===== config.mk =====
export PLATFORM = sky130hd
export DESIGN_NAME = mac_result_accumulator
export DESIGN_NICKNAME = d
export VERILOG_FILES = /design/src/rtl/mac_result_accumulator.sv
export SDC_FILE = /design/constraint.sdc
export NUM_CORES = 1
export LEC_CHECK = 0
export CAP_MARGIN = 20
export CORE_AREA = 2 2 57 59
export DETAILED_ROUTE_END_ITERATION = 8
export DIE_AREA = 0 0 59 61
export DONT_BUFFER_PORTS = 1
export HOLD_SLACK_MARGIN = 0.08
export PLACE_DENSITY = 0.83
export SYNTH_ARGS = -nofsm -noshare
export SYNTH_HDL_FRONTEND = slang
export SYNTH_SLANG_ARGS = --single-unit

===== constraint.sdc =====
create_clock -name clk -period 4.9 [get_ports clk]
set_input_delay 1.225 -clock clk [delete_from_list [all_inputs] [get_ports clk]]
set_output_delay 1.225 -clock clk [all_outputs]
set_load 0.005 [all_outputs]

===== src/rtl/mac_result_accumulator.sv =====
// mac_result_accumulator: sums a programmable-length burst of multiplier
// products into an accumulator, then returns the sum as a low byte
// followed by a high byte on an 8-bit valid/ready output port.
module mac_result_accumulator #(
  parameter int PROD_W = 8,
  parameter int ACC_W  = 12,
  parameter int CNT_W  = 4
) (
  input  logic              clk,
  input  logic              rst_n,
  input  logic              start,
  input  logic [CNT_W-1:0]  count_in,
  input  logic [PROD_W-1:0] product_in,
  input  logic              prod_valid,
  output logic              prod_ready,
  output logic [7:0]        data_out,
  output logic              out_valid,
  input  logic              out_ready,
  output logic              out_last,
  output logic              busy,
  output logic              overflow
);

  typedef enum logic [1:0] {IDLE, ACCUM, OUT_LO, OUT_HI} state_t;
  typedef logic [ACC_W:0] sum_t;
  typedef logic [15:0]    wide_t;

  localparam logic [CNT_W:0] REM_ONE = {{CNT_W{1'b0}}, 1'b1};
  localparam logic [CNT_W:0] REM_MAX = {1'b1, {CNT_W{1'b0}}};

  state_t           state_q, state_d;
  logic [ACC_W-1:0] acc_q, acc_d;
  logic [CNT_W:0]   remaining_q, remaining_d;
  logic             overflow_q, overflow_d;
  logic             prod_ready_q, prod_ready_d;
  logic             out_valid_q, out_valid_d;
  logic             out_last_q, out_last_d;
  logic             busy_q, busy_d;
  logic [7:0]       data_out_q, data_out_d;

  sum_t             sum;
  wide_t            acc_wide_d;
  logic             xfer;

  // Next-state logic: burst setup, accumulation with carry capture, and
  // the two-byte output handshake. Outputs are decoded from the next state
  // so that they come straight out of flops.
  always_comb begin
    state_d     = state_q;
    acc_d       = acc_q;
    remaining_d = remaining_q;
    overflow_d  = overflow_q;
    sum         = sum_t'(acc_q) + sum_t'(product_in);
    xfer        = (state_q == ACCUM) && prod_valid;

    case (state_q)
      IDLE: begin
        if (start) begin
          state_d     = ACCUM;
          acc_d       = '0;
          overflow_d  = 1'b0;
          remaining_d = (count_in == '0) ? REM_MAX : {1'b0, count_in};
        end
      end
      ACCUM: begin
        if (xfer) begin
          acc_d       = sum[ACC_W-1:0];
          overflow_d  = overflow_q | sum[ACC_W];
          remaining_d = remaining_q - REM_ONE;
          if (remaining_q == REM_ONE) begin
            state_d = OUT_LO;
          end
        end
      end
      OUT_LO: begin
        if (out_ready) begin
          state_d = OUT_HI;
        end
      end
      OUT_HI: begin
        if (out_ready) begin
          state_d = IDLE;
        end
      end
      default: begin
        state_d = IDLE;
      end
    endcase

    acc_wide_d   = wide_t'(acc_d);
    prod_ready_d = (state_d == ACCUM);
    out_valid_d  = (state_d == OUT_LO) || (state_d == OUT_HI);
    out_last_d   = (state_d == OUT_HI);
    busy_d       = (state_d != IDLE);
    data_out_d   = 8'h00;
    if (state_d == OUT_LO) begin
      data_out_d = acc_wide_d[7:0];
    end else if (state_d == OUT_HI) begin
      data_out_d = acc_wide_d[15:8];
    end
  end

  // State and output registers with synchronous active-low reset.
  always_ff @(posedge clk) begin
    if (!rst_n) begin
      state_q      <= IDLE;
      acc_q        <= '0;
      remaining_q  <= '0;
      overflow_q   <= 1'b0;
      prod_ready_q <= 1'b0;
      out_valid_q  <= 1'b0;
      out_last_q   <= 1'b0;
      busy_q       <= 1'b0;
      data_out_q   <= 8'h00;
    end else begin
      state_q      <= state_d;
      acc_q        <= acc_d;
      remaining_q  <= remaining_d;
      overflow_q   <= overflow_d;
      prod_ready_q <= prod_ready_d;
      out_valid_q  <= out_valid_d;
      out_last_q   <= out_last_d;
      busy_q       <= busy_d;
      data_out_q   <= data_out_d;
    end
  end

  assign prod_ready = prod_ready_q;
  assign out_valid  = out_valid_q;
  assign out_last   = out_last_q;
  assign busy       = busy_q;
  assign data_out   = data_out_q;
  assign overflow   = overflow_q;

endmodule


==> run summary, run 1 <==
Outcome -> finished clean
Post-Place Worst Slack -> 1.88 ns
Req. time, crit path -> 5.19 ns
Commonest non-fill, non-tap cells in the layout -> 32 x dfxtp_1, 16 x nand2_1, 16 x a21oi_1
#FFs+latches synth -> 32
Core area -> 0.00295 mm2
Area growth, synth to finish -> 4.09%
Vias per inst -> 6.51
Final #Nets -> 232
CP endpoint kind -> flip-flop
Max cap viols -> 0
Worst-path fanout max -> 5
Worst-Margin Slew -> 0.591 ns
Port Buffers -> 0
Inserted Diodes -> 0
Ys async rst share -> 0%
Root Buffer Master -> clkbuf_4
Fmax -> 376 MHz
Crit-path cells -> ha_1, inv_1, fa_1, nand2b_1, a21oi_2, o41ai_2, or4_1, a31oi_1
Remaining DRCs -> 0
Hold Crit Depth -> 2
Worst Setup Path Type -> in -> reg
First-pass GRT wire length -> 6380 um
Syn_nets -> 237
DP HPWL -> 2760 um
Post-DRT Antenna Nets -> 0
Sequential area share after synthesis -> 36.8%
Share of layout cells above drive strength 1 -> 7.32%
Hold_sp -> acc_q[7]
Power Density -> 311 mW/mm2
Clk Latency, worst-skew pair -> 0.35 ns
CP peak stage delay -> 0.49 ns
GPL Wtd Cong -> 0.921
Commonest non-fill, non-tap cell in the layout -> dfxtp_1
Maximum number of pins on one net before global-route repair -> 18
Post-route setup slack -> 2.24 ns
Post-CTS Resized -> 0
Die area -> 0.00360 mm2
Post-synth EDFFs -> 0
CP Data Arrival Time -> 2.95 ns
Crit share post-route -> 54.3%
Die Height -> 61 um
Post-CTS setup buffer count -> 0
Syn. warnings -> 0
Final WL -> 3800 um
Reg clk slew, reported paths -> 0.11 ns
Critical R2R Launch -> acc_q[0]
Lkg Pwr -> 0.717 nW
Final Skew -> 0.0117 ns
Initial DRC Count -> 80
WHS -> 0.504 ns
Site Rows -> 20
Hold endpoint -> data_out[7]
Tmin final -> 2.66 ns
Ys flop type -> dfxtp_1
CTS Hold Bufs -> 0
Drt first pass iters -> 4
Syn avg cell area -> 8.34 um2
Relative slew slack -> 60.6%
H-tree Lvls -> 2
Initial antenna violation count -> 0
Starting density of the core -> 59.0%
Routed WL per cell -> 16.0 um
Setup tns final -> 0 ns
Worst Reg-to-Reg Cells -> 8
# IOs -> 30
Overflow after GRT -> 0
Netlist Area Pre-Place -> 0.00174 mm2
Synth Instances -> 209
RSZ-0062 raised after global routing -> false
Max clock buf depth -> 2
Total track usage -> 24.1%
Slowest CP cell -> or4_1
Die width -> 59 um
Power Total -> 565 uW
CTS tree -> done
Register-to-register setup slack -> 2.75 ns
Worst min path class -> reg -> reg
Max Slew Vio Count -> 0
Vias in the first global route -> 1467
Fin. Hold Viols -> 0
Crit path launch type -> input pin
Final setup fails -> 0
VDD IR max -> 197 uV
Yosys cell types -> 48
Vias post-DR -> 1550
RR Endpoint -> acc_q[10]
Cell Count Post-Placement -> 230
Fin cells -> 238
Clock sinks -> 32
Total CTS buffers -> 5
cells by family after synthesis:
logic type,after synthesis,share of synthesized area [%]
AND/OR/NAND/NOR,75,22.5
AO/OA/AOI/OAI,64,25.4
flip-flops,32,36.8
buffers and inverters,24,5.46
adder cells (fa/ha/maj),11,8.33
XOR/XNOR,2,1.01
multiplexers,1,0.574
sequential cells by signal, indices dropped and copies added, names as in the netlist:
name	count
remaining_q	5
out_valid	1
prod_ready	1
out_last	1
state_q	2
data_out	8
acc_q	12
busy	1
overflow	1
how the worst max path moves through the flow:
stage | cells past startpoint | end | start
6_report | 8 | acc_q[10] | product_in[0]
5_1_grt | 8 | acc_q[10] | product_in[0]
4_1_cts | 8 | acc_q[10] | product_in[0]
3_5_place_dp | 8 | acc_q[10] | product_in[0]
3_3_place_gp | 8 | acc_q[10] | product_in[0]
2_1_floorplan | 8 | acc_q[10] | product_in[0]
layer usage:
layer  share of wire, %  global-route usage (%)  vias up
met5                  0                       0        -
li1                   -                       -      740
met4                2.7                    13.6        0
met3                6.3                    9.17       10
met1                 41                    25.8      745
met2                 50                    41.0       55
power by group:
part           leakage [nW]  total, mW  switching (mW)  internal (mW)
clock                0.0412      0.204          0.0976          0.106
sequential            0.260      0.279         0.00865          0.270
combinational         0.416     0.0826          0.0484         0.0342
layout make-up:
type                            instances  area (um2)
Inverter                               12        45.0
Multi-Input combinational cell        153        1010
Sequential cell                        32         641
Tap cell                               33        41.3
Clock buffer                            5        37.5
Clock inverter                          3        42.5
Fill cell                             258        1140
stage by stage:
| stage | instance area [um2] | utilization, % |
|---|---|---|
| floorplan | 1740 | - |
| global placement | 1730 | 58.7 |
| detailed placement | 1730 | 58.7 |
| CTS | 1810 | 61.4 |
| global route | 1810 | 61.4 |
| finish | 1810 | 61.4 |
critical path: cells and delay by family:
| family | cells | cell delay [ns] |
|---|---|---|
| and+or+nand+nor | 2 | 0.69 |
| adders and majority gates | 2 | 0.53 |
| AOI/OAI and AO/OA | 3 | 0.45 |
| buffers and inverters | 1 | 0.06 |
synthesized netlist by cell type, drive strengths merged, types with 2 or more instances:
| cell type | n | area share, % |
|---|---|---|
| or3 | 4 | 1.4 |
| a21oi | 17 | 5.1 |
| a211oi | 2 | 0.86 |
| nor3b | 2 | 0.86 |
| inv | 12 | 2.6 |
| a22o | 4 | 2.0 |
| a21o | 2 | 0.86 |
| o22ai | 2 | 0.72 |
| a21boi | 2 | 0.86 |
| o21a | 2 | 0.86 |
| o21ai | 14 | 4.0 |
| xor2 | 2 | 1.0 |
| nand2 | 16 | 3.4 |
| a32o | 3 | 1.7 |
| buf | 4 | 1.1 |
| and3 | 3 | 1.1 |
| a311o | 2 | 1.1 |
| nor3 | 5 | 1.4 |
| nor2 | 14 | 3.0 |
| or2 | 3 | 1.1 |
| o211ai | 4 | 1.7 |
| dfxtp | 32 | 37 |
| ha | 10 | 7.2 |
| nand3 | 6 | 1.7 |
| and2 | 10 | 3.6 |
| nand2b | 6 | 2.2 |
| nand4 | 2 | 0.72 |
| o31a | 2 | 1.1 |
| clkbuf | 8 | 1.7 |
No activity file was read; power rests on OpenSTA's default activity.
==> run 2: changes to the inputs <==
==> constraint.sdc (replaced) <==
create_clock -name clk -period 2.57 [get_ports clk]
set_input_delay 0.6425 -clock clk [delete_from_list [all_inputs] [get_ports clk]]
set_output_delay 0.6425 -clock clk [all_outputs]
set_load 0.005 [all_outputs]
==> run summary, run 2 (synthesis results as in run 1) <==
Outcome -> finished clean
Final setup fails -> 0 (unchanged)
Max Slew Vio Count -> 0 (unchanged)
Critical path buffers and inverters -> 1 (unchanged)
Clock sinks -> 32 (unchanged)
Worst-Margin Slew -> 0.595 ns (+0.00369 ns)
Fin util -> 61.4% (unchanged)
Inserted Diodes -> 0 (unchanged)
CP endpoint kind -> flip-flop
Share of layout cells above drive strength 1 -> 7.32% (unchanged)
Post-CTS Resized -> 0 (unchanged)
Crit path launch type -> flip-flop
# IOs -> 30 (unchanged)
CTS tree -> done
Hold Crit Depth -> 1 (-1)
Worst min path class -> in -> reg
Fin. Hold Viols -> 0 (unchanged)
CP delay by family, top -> simple AND/OR/NAND/NOR gates
Relative slew slack -> 60.3% (-0.25 points)
Met2 global-route usage -> 40.3% (-0.63 points)
Final #Nets -> 232 (unchanged)
Total CTS buffers -> 5 (unchanged)
H-tree Lvls -> 2 (unchanged)
Power Total -> 1.07 mW (+89%)
Total track usage -> 23.8% (-0.36 points)
Die width -> 59 um (unchanged)
Final WL -> 3740 um (-1.6%)
Port Buffers -> 0 (unchanged)
VDD IR max -> 407 uV (+110%)
Setup tns final -> 0 ns (unchanged)
Overflow after GRT -> 0 (unchanged)
Critical path depth -> 8 (unchanged)
Root Buffer Master -> clkbuf_4
Vias post-DR -> 1518 (-2.1%)
Grt met1 use -> 26.2% (+0.39 points)
Lkg Pwr -> 0.717 nW (unchanged)
CP peak stage delay -> 0.48 ns (about the same)
Commonest non-fill, non-tap cell in the layout -> dfxtp_1
Max clock buf depth -> 2 (unchanged)
Max cap viols -> 0 (unchanged)
Area growth, synth to finish -> 4.09% (unchanged)
Routed WL per cell -> 15.7 um (-1.6%)
Post-DRT Antenna Nets -> 0 (unchanged)
Post-CTS setup buffer count -> 0 (unchanged)
Crit-path cells -> ha_1, inv_1, fa_1, nand2b_1, a21oi_2, o41ai_2, or4_1, a31oi_1
Site Rows -> 20 (unchanged)
Tmin final -> 2.12 ns
Largest Register -> acc_q
Crit share post-route -> 82.3%
Register-to-register setup slack -> 0.45 ns (-2.30 ns)
Initial DRC Count -> 86 (+7.5%)
CP Data Arrival Time -> 2.40 ns (-0.55 ns)
Fmax -> 473 MHz
Die area -> 0.00360 mm2 (unchanged)
Global route hottest layer -> met2
Clk Latency, worst-skew pair -> 0.34 ns (about the same)
Vias in the first global route -> 1519 (+3.5%)
Worst Setup Path Type -> reg -> reg
Die Height -> 61 um (unchanged)
Reg clk slew, reported paths -> 0.11 ns (about the same)
Worst-path fanout max -> 5 (unchanged)
Commonest non-fill, non-tap cells in the layout -> 32 x dfxtp_1, 16 x nand2_1, 16 x a21oi_1
Power Density -> 589 mW/mm2 (+89%)
Maximum number of pins on one net before global-route repair -> 18 (unchanged)
DP HPWL -> 2740 um (-0.85%)
Req. time, crit path -> 2.85 ns (-2.34 ns)
First-pass GRT wire length -> 6460 um (+1.3%)
RSZ-0062 raised after global routing -> false
Vias per inst -> 6.38 (-2.1%)
Drt first pass iters -> 4 (unchanged)
CTS Hold Bufs -> 0 (unchanged)
Met3 Track Usage GR -> 6.82% (-2.3 points)
Starting density of the core -> 59.0% (unchanged)
GPL Wtd Cong -> 0.921 (unchanged)
Core area -> 0.00295 mm2 (unchanged)
Worst Reg-to-Reg Cells -> 8 (unchanged)
Final Skew -> 0.0139 ns (+0.00224 ns)
Max reg flops -> 12 (unchanged)
Slowest CP cell -> or4_1
Initial antenna violation count -> 0 (unchanged)
Remaining DRCs -> 0 (unchanged)
==> run 2: cell counts in the layout (fill, tap and decap cells not counted) <==
Identical to the previous run, type by type.
==> run 2: stage by stage <==
| step | cells | setup slack [ns] | hold slack [ns] | area [um2] |
|---|---|---|---|---|
| after floorplan | 209 | 0.275 | 0.454 | 1740 |
| after global placement | 230 | 0.208 | 0.467 | 1730 |
| after detailed placement | 230 | 0.167 | 0.481 | 1730 |
| after CTS | 238 | 0.455 | 0.405 | 1810 |
| after global routing | 238 | 0.307 | 0.395 | 1810 |
| final | 238 | 0.454 | 0.417 | 1810 |
==> run 2: cell type report <==
type | count | area [um2]
Fill cell | 255 | 1140
Multi-Input combinational cell | 153 | 1010
Sequential cell | 32 | 641
Inverter | 12 | 45.0
Clock inverter | 3 | 42.5
Tap cell | 33 | 41.3
Clock buffer | 5 | 37.5
==> run 2: report_power, final <==
part | total (mW) | switching [mW] | internal, mW
Combinational | 0.156 | 0.0915 | 0.0650
Sequential | 0.531 | 0.0166 | 0.515
Clock | 0.380 | 0.178 | 0.203
==> run 2: layer usage <==
metal / share of wire, % / wire length (um)
met3: 5.9 / 222
met2: 50 / 1880
met4: 1.8 / 68
met5: 0 / 0
met1: 42 / 1570
==> run 2: worst register-to-register path, delay by kind of cell, from the launching register on <==
kind,cells,cell delay [ns]
compound gates,3,0.45
buf+inv,1,0.05
flops,1,0.34
fa+ha+maj,2,0.53
simple gates,2,0.69
==> run 2: path summary, 6_finish.rpt <==
path / from / end
worst max-delay path: acc_q[0] / acc_q[10]
worst min-delay path: rst_n / acc_q[3]
worst max register to register: acc_q[0] / acc_q[10]
worst min register to register: remaining_q[4] / remaining_q[4]
==> run 3: changes to the inputs <==
==> constraint.sdc (replaced) <==
create_clock -name clk -period 2.19 [get_ports clk]
set_input_delay 0.5475 -clock clk [delete_from_list [all_inputs] [get_ports clk]]
set_output_delay 0.5475 -clock clk [all_outputs]
set_load 0.005 [all_outputs]
==> run summary, run 3 (synthesis results as in run 1) <==
Site Rows -> 20 (unchanged)
Fin cells -> 242 (+1.7%)
Setup tns final -> 0 ns (unchanged)
# fillers -> 256 (+0.39%)
Die area -> 0.00360 mm2 (unchanged)
Max clock buf depth -> 2 (unchanged)
Remaining DRCs -> 0 (unchanged)
Crit path launch type -> flip-flop
Max Slew Vio Count -> 0 (unchanged)
Die Height -> 61 um (unchanged)
Hold_sp -> rst_n
Power Total -> 1.28 mW (+19%)
Overflow after GRT -> 0 (unchanged)
Relative slew slack -> 59.6% (-0.71 points)
Final #Nets -> 236 (+1.7%)
Cell Count Post-Placement -> 234 (+1.7%)
Vias per inst -> 6.40 (+0.42%)
Fin. Hold Viols -> 0 (unchanged)
Final setup fails -> 0 (unchanged)
CTS Hold Bufs -> 0 (unchanged)
Crit share post-route -> 94.4% (+12 points)
Lkg Pwr -> 0.746 nW (+4.0%)
CP startpoint -> acc_q[0]
Maximum number of pins on one net before global-route repair -> 18 (unchanged)
GPL Wtd Cong -> 0.920 (about the same)
Port Buffers -> 0 (unchanged)
Final WL -> 3940 um (+5.5%)
H-tree Lvls -> 2 (unchanged)
Critical R2R Launch -> acc_q[0]
Starting density of the core -> 59.0% (unchanged)
Root Buffer Master -> clkbuf_4
Total CTS buffers -> 5 (unchanged)
VDD IR max -> 398 uV (-2.1%)
Total track usage -> 24.3% (+0.49 points)
Post-DRT Antenna Nets -> 0 (unchanged)
Tmin final -> 2.07 ns (-0.0491 ns)
Die width -> 59 um (unchanged)
Final Skew -> 0.0100 ns (-0.00391 ns)
RSZ-0062 raised after global routing -> false
RR Endpoint -> acc_q[10]
WHS -> 0.317 ns (-0.100 ns)
CP Data Arrival Time -> 2.34 ns (-0.06 ns)
Share of layout cells above drive strength 1 -> 9.57% (+2.3 points)
Worst min path class -> in -> reg
Detail Route met2 WL -> 2030 um (+7.8%)
Req. time, crit path -> 2.47 ns (-0.38 ns)
Worst-path fanout max -> 3 (-2)
First-pass GRT wire length -> 6460 um (unchanged)
Routed met3 length -> 211 um (-5.0%)
Fmax -> 484 MHz (+2.4%)
CTS tree -> done
Worst-Margin Slew -> 0.606 ns (+0.0106 ns)
Core area -> 0.00295 mm2 (unchanged)
Fin util -> 63.0% (+1.5 points)
Max reg flops -> 12 (unchanged)
Clk Latency, worst-skew pair -> 0.34 ns (about the same)
Power Density -> 686 mW/mm2 (+17%)
DP HPWL -> 2830 um (+3.4%)
Commonest non-fill, non-tap cells in the layout -> 32 x dfxtp_1, 16 x nand2_1, 16 x a21oi_1
Inserted Diodes -> 0 (unchanged)
Register-to-register setup slack -> 0.12 ns (-0.33 ns)
Reg clk slew, reported paths -> 0.11 ns (about the same)
# IOs -> 30 (unchanged)
Clock sinks -> 32 (unchanged)
Routed WL per cell -> 16.3 um (+3.8%)
Vias post-DR -> 1550 (+2.1%)
Vias in the first global route -> 1472 (-3.1%)
Drt first pass iters -> 5 (+1)
CP endpoint kind -> flip-flop
Setup crit end -> acc_q[10]
Top Layer Used -> met4
Worst Reg-to-Reg Cells -> 8 (unchanged)
Worst Setup Path Type -> reg -> reg
Met1 WL -> 1600 um (+2.4%)
Area growth, synth to finish -> 6.68%
Initial antenna violation count -> 0 (unchanged)
Outcome -> finished clean
Max cap viols -> 0 (unchanged)
Largest Register -> acc_q
Commonest non-fill, non-tap cell in the layout -> dfxtp_1
Initial DRC Count -> 58 (-33%)
[run 3: cell types whose count changed in the layout (fill, tap and decap cells not counted), sizes merged]
cell,change
buf,+4
[run 3: through the flow]
step | cell area [um2] | setup slack (ns)
after floorplan | 1750 | 0.00787
after global placement | 1770 | -0.0193
after detailed placement | 1770 | -0.0754
after CTS | 1850 | 0.110
after global routing | 1860 | 0.00397
final | 1860 | 0.123
[run 3: critical path: stages (launching register included)]
cell and delay (ns):
dfxtp_1 0.36, ha_1 0.17, inv_1 0.05, fa_1 0.38, nand2b_4 0.17, a21oi_4 0.17
o41ai_2 0.10, or4_1 0.47, a31oi_1 0.14
[run 3: area by class of cell]
class                   instances  area (um2)  share of cell area [%]
flip-flops and latches         32         641                    34.5
clock buffers                   5        37.5                    2.02
well taps                      33        41.3                    2.22
clock inverters                 3        42.5                    2.29
repair buffers                  4        30.0                    1.62
inverters                      12        45.0                    2.42
multi-input cells             153        1020                    55.0
[run 3: power by group]
| part | switching [mW] | internal, mW | total, mW |
|---|---|---|---|
| logic | 0.112 | 0.0822 | 0.194 |
| registers | 0.0201 | 0.604 | 0.624 |
| clock network | 0.220 | 0.238 | 0.458 |
| total | 0.352 | 0.924 | 1.28 |
[run 3: worst min-delay path by stage]
stage | endpoint | slack (ns) | cells after the start
floorplan | remaining_q[4] | 0.45 | 2
global placement | remaining_q[4] | 0.47 | 2
detailed placement | remaining_q[4] | 0.48 | 2
CTS | acc_q[0] | 0.31 | 1
global route | acc_q[0] | 0.31 | 1
finish | acc_q[0] | 0.32 | 1
[run 3: layer usage]
metal,vias to the layer above,GRT usage [%]
met1,736,27.4
li1,754,-
met4,0,12.3
met2,49,43.0
met3,11,5.33
met5,-,0
[run 3: timing repair]
| item | 4_1_cts | 5_1_grt |
|---|---|---|
| setup buffers | 0 | 0 |
| gates resized for setup | 0 | 1 |
| setup endpoints to repair | 0 | 1 |
